--- src/rtl/lbus_pkg.sv ---
// Shared types for the local-bus arbiter slice.
package lbus_pkg;

    // Arbiter FSM states; the unused 2'b11 encoding recovers to ARB_IDLE.
    typedef enum logic [1:0] {
        ARB_IDLE  = 2'b00,
        ARB_ISSUE = 2'b01,
        ARB_WAIT  = 2'b10
    } arb_state_t;

endpackage

--- src/rtl/lbus_rr_pick.sv ---
// Round-robin picker: first requester at or after ptr, wrapping modulo NumM.
module lbus_rr_pick #(
    parameter int NumM = 4
) (
    input  logic [NumM-1:0]         req,
    input  logic [$clog2(NumM)-1:0] ptr,
    output logic [$clog2(NumM)-1:0] grant_idx,
    output logic                    grant_vld
);
    localparam int IdxW = $clog2(NumM);
    localparam logic [IdxW:0] NumMW = (IdxW+1)'(NumM);

    logic [2*NumM-1:0] dbl;
    logic [NumM-1:0]   rot;
    logic [IdxW-1:0]   off;
    logic [IdxW:0]     sum;

    // Rotate so ptr lands at bit 0, take the lowest set bit, then rotate the index back.
    always_comb begin
        dbl       = {req, req} >> ptr;
        rot       = dbl[NumM-1:0];
        grant_vld = |rot;
        off       = '0;
        for (int i = NumM - 1; i >= 0; i--) begin
            if (rot[i]) off = IdxW'(i);
        end
        sum = {1'b0, off} + {1'b0, ptr};
        if (sum >= NumMW) sum = sum - NumMW;
        grant_idx = sum[IdxW-1:0];
    end

endmodule

--- src/rtl/lbus_arbiter.sv ---
// Round-robin arbiter sharing one single-outstanding bridge among NumM masters.
module lbus_arbiter
    import lbus_pkg::*;
#(
    parameter int NumM  = 4,
    parameter int AddrW = 8,
    parameter int DataW = 32,
    parameter int IdW   = 2,
    localparam int StrbW = DataW / 8
) (
    input  logic                   clk,
    input  logic                   reset,
    input  logic [NumM-1:0]        m_req,
    input  logic [NumM*StrbW-1:0]  m_strb,
    input  logic [NumM*AddrW-1:0]  m_addr,
    input  logic [NumM*DataW-1:0]  m_wdata,
    output logic [NumM-1:0]        m_readyo,
    output logic [DataW-1:0]       m_rdatao,
    output logic                   s_reqo,
    output logic [IdW-1:0]         s_ido,
    output logic [StrbW-1:0]       s_strbo,
    output logic [AddrW-1:0]       s_addro,
    output logic [DataW-1:0]       s_wdatao,
    input  logic                   s_ready,
    input  logic [IdW-1:0]         s_id,
    input  logic [DataW-1:0]       s_rdata,
    input  logic                   s_busy,
    output logic                   err_o
);
    localparam int IdxW = $clog2(NumM);

    arb_state_t      state, state_nxt;
    logic [IdxW-1:0] r_ptr, r_owner, ptr_nxt, pick_idx;
    logic            pick_vld, grant, done, err_set, id_match;

    logic [StrbW-1:0] strb_arr  [NumM];
    logic [AddrW-1:0] addr_arr  [NumM];
    logic [DataW-1:0] wdata_arr [NumM];

    for (genvar gi = 0; gi < NumM; gi++) begin : g_unpack
        assign strb_arr[gi]  = m_strb[gi*StrbW +: StrbW];
        assign addr_arr[gi]  = m_addr[gi*AddrW +: AddrW];
        assign wdata_arr[gi] = m_wdata[gi*DataW +: DataW];
    end

    lbus_rr_pick #(.NumM(NumM)) u_pick (
        .req       (m_req),
        .ptr       (r_ptr),
        .grant_idx (pick_idx),
        .grant_vld (pick_vld)
    );

    assign id_match = s_ready && (s_id == IdW'(r_owner));
    assign s_reqo   = (state == ARB_ISSUE);
    assign s_ido    = IdW'(r_owner);

    // Pointer moves one past the winner so the winner goes to the back of the line.
    always_comb begin
        ptr_nxt = (pick_idx == IdxW'(NumM - 1)) ? '0 : pick_idx + IdxW'(1);
    end

    // Next-state, grant and completion decode.
    always_comb begin
        state_nxt = state;
        grant     = 1'b0;
        done      = 1'b0;
        err_set   = 1'b0;
        case (state)
            ARB_IDLE: begin
                if (s_ready) err_set = 1'b1;
                if (pick_vld && !s_busy) begin
                    grant     = 1'b1;
                    state_nxt = ARB_ISSUE;
                end
            end
            ARB_ISSUE: begin
                // A posted write may be acked in the same cycle as the request.
                if (id_match) begin
                    done      = 1'b1;
                    state_nxt = ARB_IDLE;
                end else begin
                    if (s_ready) err_set = 1'b1;
                    state_nxt = ARB_WAIT;
                end
            end
            ARB_WAIT: begin
                if (id_match) begin
                    done      = 1'b1;
                    state_nxt = ARB_IDLE;
                end else if (s_ready) begin
                    err_set = 1'b1;
                end
            end
            default: state_nxt = ARB_IDLE;
        endcase
    end

    // Return path: completion pulse and read data go to the owner only.
    always_comb begin
        m_readyo = '0;
        for (int i = 0; i < NumM; i++) begin
            m_readyo[i] = done && (r_owner == IdxW'(i));
        end
        m_rdatao = done ? s_rdata : '0;
    end

    // State, pointer, owner, latched request slice and sticky error.
    always_ff @(posedge clk) begin
        if (reset) begin
            state    <= ARB_IDLE;
            r_ptr    <= '0;
            r_owner  <= '0;
            err_o    <= 1'b0;
            s_strbo  <= '0;
            s_addro  <= '0;
            s_wdatao <= '0;
        end else begin
            state <= state_nxt;
            if (grant) begin
                r_owner  <= pick_idx;
                r_ptr    <= ptr_nxt;
                s_strbo  <= strb_arr[pick_idx];
                s_addro  <= addr_arr[pick_idx];
                s_wdatao <= wdata_arr[pick_idx];
            end
            if (err_set) err_o <= 1'b1;
        end
    end

endmodule
--- config.mk ---
export PLATFORM = sky130hd
export DESIGN_NAME = lbus_arbiter
export DESIGN_NICKNAME = d
export VERILOG_FILES = /design/src/rtl/lbus_pkg.sv /design/src/rtl/lbus_rr_pick.sv /design/src/rtl/lbus_arbiter.sv
export SDC_FILE = /design/constraint.sdc
export NUM_CORES = 1
export LEC_CHECK = 0
export ABC_AREA = 0
export CORE_AREA = 3 3 117 119
export DETAILED_ROUTE_END_ITERATION = 6
export DIE_AREA = 0 0 120 122
export PLACE_DENSITY = 0.83
export SETUP_SLACK_MARGIN = 0.4
export SLEW_MARGIN = 15
export SYNTH_ARGS = -nofsm -noshare
export SYNTH_HDL_FRONTEND = slang
export SYNTH_SLANG_ARGS = --single-unit
--- constraint.sdc ---
create_clock -name clk -period 7.9 [get_ports clk]
set_clock_uncertainty 0.05 [all_clocks]
set_input_delay 1.58 -clock clk [delete_from_list [all_inputs] [get_ports clk]]
set_output_delay 1.58 -clock clk [all_outputs]
set_load 0.01 [all_outputs]
==> flow_summary_export.csv, run 1 <==
group,metric,value,unit
detailed_routing,post_drt_wl_per_cell,17.57,µm
floorplanning,die_w,120,µm
sta,whs,393.7,ps
global_routing,grt.busiest_layer,"met2",
setup_path,endpoint_kind,"primary output",
floorplanning,die_h,122,µm
logic_synthesis,synth_cells,646,
logic_synthesis,synth_warnings,0,
layout,num-fill-cells,1107,
outcome,status,"complete, no violations",
logic_synthesis,ys_seq_area_share,20.49,%
clock_network,htreeDepth,2,
setup_path,worstSetupStartpoint,"s_id[0]",
setup_path,cpMaxStageDelayCell,"and3_1",
layout,drive_gt1_share,2.968,%
pwr,sw_frac_of_total,44.78,%
sta,relSlewSlack,27.68,%
clock_network,clk_path_buf_depth,2,
logic_synthesis,synth_seq_cells,51,
floorplanning,fp-row-count,41,
setup_path,r2r_start,"r_ptr[0]",
layout,final_cells,1048,
floorplanning,core,12670,µm²
sta,fin_tns_setup,0,ps
layout,fin_util,64.33,%
sta,clock.fmax,0.1815,GHz
global_routing,grt_first_pass_wirelength,28190,µm
clock_network,ctsResizeCount,0,
clock_network,worstSkewPairLatency,290,ps
pwr,power_frac_comb,70.8,%
place,placedCellCount,1039,
run,maxCapViolations,0,
global_routing,grt_use_total,23.14,%
logic_synthesis,yosys.area.top_type_share,26.51,%
setup_path,critPathLaunchType,"primary input",
sta,min_period,5509,ps
setup_path,cp_max_fo,36,
floorplanning,dieArea,14640,µm²
global_routing,grt_util_met2,42.26,%
global_routing,grt_max_degree,85,
pwr,switching_power,1063,µW
setup_path,crit_top_cell,"clkdlybuf4s50_1",
floorplanning,initial_core_util,39.33,%
sta,worst_slew_pin_slew,1082,ps
place,gp_congestion,0.7691,
clock_network,cts_tree,"yes",
sta,hold_viol,0,
global_routing,grt_pass1_vias,5361,
setup_path,crit_chain,"clkdlybuf4s50_1, xor2_1, nor2_1, and3_1, nor3b_1, clkdlybuf4s50_1",
detailed_routing,final_antenna_net_count,0,
global_routing,grt_util_met3,6.175,%
place,dp_hpwl,13590,µm
detailed_routing,vias,5976,
layout,layout.nets,1099,
setup_path,required,6270,ps
logic_synthesis,syn_area_per_cell,7.714,µm²
detailed_routing,dr.first_iter.drc_count,356,
pwr,p_int,1311,µW
detailed_routing,viasPerCell,5.702,
clock_network,clockRootBuffer,"clkbuf_16",
sta,rsz0062_at_grt,"false",
setup_path,criticalPathCategory,"in2out",
global_routing,overflow,0,
detailed_routing,drc,0,
pwr,power_frac_clock,11.9,%
setup_path,cp_num_buf_inv,2,
clock_network,ctsHoldBuffers,0,
worst_hold_path,hp-start,"s_wdatao[23]",
clock_network,cts.clk_slew.worst_paths,70,ps
setup_path,cpLargestDelayFamily,"simple AND/OR/NAND/NOR gates",
layout,syn2layout_area_growth,63.57,%
logic_synthesis,ys_types,35,
pwr,power.total,2374,µW
logic_synthesis,syn_area,4984,µm²
setup_path,crit_path_max_incr_delay,730,ps
sta,fin_crit_sh,69.73,%
sta,slew_viol_final,0,
global_routing,globalRouteMet1Util,27.55,%
worst_hold_path,hold_path_class,"reg2reg",
pwr,pwr-share-seq,17.3,%
setup_path,crit_arrival,3880,ps
pwr,p_leak,0.002888,µW
clock_network,cts-buffers-inserted,5,
logic_synthesis,synth_fp_nets,870,
clock_network,cts.sinks,51,
place,io_buffer_count,301,
sta,setup_viol,0,
detailed_routing,drtPass1Iterations,5,
layout,antennaDiodeCount,0,
logic_synthesis,yosysTopAreaCell,"o211ai_1",
clock_network,post-cts-setup-buffer-count,0,
detailed_routing,routed_wl,18410,µm
pwr,ir_drop,0.2703,mV
logic_synthesis,synthTopCellsByArea,"o211ai_1 27%, dfxtp_1 20%, mux2i_1 18%",
global_routing,antenna_found_initial,0,
pwr,power.density,291.3,nW/µm²
floorplanning,io_pins,302,
kinds of logic after synthesis:
kind of cell / count (synthesis) / share of synthesized area (%)
and+or+nand+nor: 169 / 17.78
DFF: 51 / 20.49
AOI/OAI and AO/OA: 234 / 32.76
xor gates and xnor gates: 4 / 1.080
buffers and inverters: 91 / 8.084
muxes: 91 / 18.30
adders and majority gates: 6 / 1.506
metal layers:
layer  part of all wire, %  vias up  wire length, µm
met5                     0        -                0
met4                   1.1        0              199
met3                   8.7       14             1607
met2                    51      257             9365
met1                    39     2769             7237
li1                      -     2936                -
state kept, by name, indices dropped and copies added (netlist names):
name / count
r_ptr: 2
err_o: 1
s_ido: 2
state: 2
s_wdatao: 32
s_strbo: 4
s_addro: 8
power by group through the flow:
| stage | clock [µW] | sequential (µW) | combinational, µW |
|---|---|---|---|
| 3_5_place_dp | 0 | 416 | 1670 |
| 5_1_grt | 295 | 424 | 1830 |
| 6_report | 282 | 411 | 1680 |
| 3_3_place_gp | 0 | 413 | 1650 |
| 4_1_cts | 287 | 411 | 1680 |
| 2_1_floorplan | 0 | 437 | 1130 |
placed cells by master, fill, tap and decap left out, drive strengths merged, types with 3 or more instances in the layout:
master         instances
inv                    4
and2                  35
nand2b                 4
dfxtp                 51
clkbuf                 5
mux2i                 90
clkdlybuf4s50        301
nand4                 44
o211ai               176
nand2                 51
a21oi                  7
o21ai                 45
nor3                   3
nor2                  20
buf                    8
nor2b                  3
ha                     6
area by class of cell:
| type | instances | area (µm²) | share of cell area [%] |
|---|---|---|---|
| Clock buffer | 5 | 125.1 | 1.535 |
| Timing Repair Buffer | 309 | 3093 | 37.94 |
| Sequential cell | 51 | 1021 | 12.52 |
| Multi-Input combinational cell | 504 | 3615 | 44.34 |
| Inverter | 4 | 15.01 | 0.1842 |
| Tap cell | 172 | 215.2 | 2.640 |
| Clock inverter | 3 | 67.56 | 0.8289 |
worst register-to-register path: stages, from the launching register on:
cell and delay [ps]:
dfxtp_1 590, nor2_1 100, a211oi_1 240, a31oi_1 70
a211o_1 280, ha_4 960, buf_4 580, mux2i_1 300
o211ai_1 120, nand4_1 140, o21ai_0 90
path summary, 6_finish.rpt:
path                                endpoint  slack [ps]  cells after the start
worst max-delay path             m_readyo[0]        2390                      6
worst max register to register   s_wdatao[5]        4210                     10
worst min-delay path            s_wdatao[23]         390                      2
worst min register to register  s_wdatao[23]         390                      2
synthesized netlist by cell type, drive strengths merged:
cell,n
a211o,1
o21ai,45
a21oi,7
xnor2,2
dfxtp,51
mux2,1
o22ai,1
nor4bb,1
nor3,3
a31oi,1
o211ai,176
nor2b,3
ha,6
nor2,20
nand3b,1
inv,4
o22a,1
and3,2
buf,30
and2,35
nand4,44
xor2,2
clkbuf,57
mux2i,90
a211oi,2
nor4,2
and3b,1
nand2b,4
nor3b,2
nand2,51
through the flow:
| step | cell area [µm²] | setup slack, ps |
|---|---|---|
| global placement | 7931 | 2459 |
| detailed placement | 7931 | 2374 |
| global route | 8152 | 2180 |
| CTS | 8124 | 2364 |
| finish | 8152 | 2391 |
| floorplan | 4984 | 3616 |
(Power assumes the default switching activity.)
==> run 2, diff against run 1 <==
--- a/config.mk
+++ b/config.mk
@@ -6,10 +6,11 @@
 export NUM_CORES = 1
 export LEC_CHECK = 0
 export ABC_AREA = 0
-export CORE_AREA = 3 3 117 119
+export CORE_ASPECT_RATIO = 1.1
+export CORE_MARGIN = 3
+export CORE_UTILIZATION = 39
 export DETAILED_ROUTE_END_ITERATION = 6
-export DIE_AREA = 0 0 120 122
-export PLACE_DENSITY = 0.83
+export PLACE_DENSITY = 0.84
 export SETUP_SLACK_MARGIN = 0.4
 export SLEW_MARGIN = 15
 export SYNTH_ARGS = -nofsm -noshare
==> constraint.sdc (replaced) <==
create_clock -name clk -period 5.55 [get_ports clk]
set_clock_uncertainty 0.05 [all_clocks]
set_input_delay 1.11 -clock clk [delete_from_list [all_inputs] [get_ports clk]]
set_output_delay 1.11 -clock clk [all_outputs]
set_load 0.01 [all_outputs]
==> flow_summary_export.csv, run 2 (synthesis results as in run 1) <==
group,metric,value,unit
floorplanning,io_pins,302,
floorplanning,fp-row-count,42,
worst_hold_path,hold_path_class,"reg2reg",
place,placed_area,8001,µm²
clock_network,worstSkewPairLatency,290,ps
pwr,ir_drop,0.2692,mV
outcome,status,"complete, no violations",
detailed_routing,final_antenna_net_count,0,
clock_network,post-cts-setup-buffer-count,0,
run,maxCapViolations,0,
clock_network,cts.clk_slew.worst_paths,70,ps
clock_network,cts.sinks,51,
detailed_routing,routed_wl,18340,µm
layout,layout_common_cells,"301 x clkdlybuf4s50_1, 176 x o211ai_1, 90 x mux2i_1, 51 x nand2_1, 51 x dfxtp_1",
floorplanning,dieArea,14170,µm²
clock_network,ctsResizeCount,0,
clock_network,cts_tree,"yes",
sta,fin_tns_setup,0,ps
place,dp_hpwl,13600,µm
layout,largest_reg_flops,32,
floorplanning,initial_core_util,40.70,%
place,gp_congestion,0.8346,
sta,clock.fmax,0.2219,GHz
sta,rsz0062_at_grt,"false",
layout,fin_util,66.77,%
setup_path,cp_max_fo,36,
global_routing,overflow,0,
layout,antennaDiodeCount,0,
sta,slew_viol_final,0,
sta,fin_crit_sh,81.19,%
layout,final_common_cell,"clkdlybuf4s50_1",
layout,fin_area,8175,µm²
floorplanning,core,12240,µm²
setup_path,crit_arrival,3350,ps
detailed_routing,dr.first_iter.drc_count,287,
sta,min_period,4506,ps
global_routing,grt_use_total,24.52,%
detailed_routing,drc,0,
detailed_routing,vias,6012,
global_routing,antenna_found_initial,0,
setup_path,critPathLaunchType,"primary input",
layout,syn2layout_area_growth,64.05,%
global_routing,grt_pass1_vias,5540,
sta,worst_slew_pin_slew,1095,ps
pwr,power.total,3409,µW
detailed_routing,viasPerCell,5.826,
setup_path,endpoint_kind,"primary output",
clock_network,clk_path_buf_depth,2,
global_routing,grt_first_pass_wirelength,28880,µm
layout,regMostFlops,"s_wdatao",
sta,relSlewSlack,26.81,%
global_routing,grt_max_degree,73,
sta,hold_viol,0,
clock_network,cts-buffers-inserted,5,
detailed_routing,post_drt_wl_per_cell,17.77,µm
place,io_buffer_count,301,
setup_path,required,4390,ps
floorplanning,die_w,113.8,µm
layout,drive_gt1_share,3.189,%
clock_network,htreeDepth,2,
layout,top_regs,"s_wdatao x32, s_addro x8, s_strbo x4",
clock_network,ctsHoldBuffers,0,
detailed_routing,drtPass1Iterations,5,
sta,setup_viol,0,
clock_network,clockRootBuffer,"clkbuf_16",
setup_path,reg2reg_slack,2350,ps
setup_path,criticalPathCategory,"in2out",
pwr,power.density,417.0,nW/µm²
floorplanning,die_h,124.6,µm
sta,whs,390.9,ps
layout,layout.nets,1101,
pwr,p_leak,0.002911,µW
-- run 2: cell count changes in the layout (fill, tap and decap cells not counted), sizes merged --
cell	previous run	this run
buf	8	10
bufinv	2	1
clkbuf	5	6
clkinv	0	1
clkinvlp	1	0
-- run 2: layout make-up --
class | count | area (µm²)
timing repair buffer | 311 | 3151
multi-input combinational | 504 | 3622
tap | 154 | 192.7
inverter | 4 | 15.01
clock buffer | 6 | 138.9
fill | 1008 | 4069
clock inverter | 2 | 35.03
sequential | 51 | 1021
-- run 2: worst max-delay path, stage by stage --
cell and delay (ps):
clkdlybuf4s50_1 410, xor2_1 140, nor2_1 170, and3_1 700, nor3b_1 250, clkdlybuf4s50_1 560
-- run 2: through the flow --
| step | instances | setup slack [ps] |
|---|---|---|
| finish | 1032 | 1044 |
| CTS | 1032 | 1039 |
| detailed placement | 1024 | 1056 |
| floorplan | 646 | 2126 |
| global placement | 1024 | 1101 |
| global route | 1032 | 700.6 |
-- run 2: path summary, 6_finish.rpt --
kind | from | to | cells after the start
setup / recovery | s_id[1] | m_readyo[0] | 6
hold / removal | s_wdatao[10] | s_wdatao[10] | 2
setup reg to reg | r_ptr[0] | s_addro[5] | 10
hold reg to reg | s_wdatao[10] | s_wdatao[10] | 2
-- run 2: layer usage --
| layer | vias up | global-route usage (%) | share of wire (%) |
|---|---|---|---|
| li1 | 2951 | - | - |
| met1 | 2736 | 28.58 | 37 |
| met2 | 287 | 43.43 | 51 |
| met3 | 38 | 5.928 | 8.6 |
| met4 | 0 | 8.176 | 3.1 |
| met5 | - | 0 | 0 |
-- run 2: where the power goes --
group	switching (µW)	internal (µW)	leakage [µW]	total, µW
logic	1310	1150	0.00240	2470
clock network	139	225	0.0000868	364
registers	86.4	494	0.000419	580
total	1540	1870	0.00291	3410
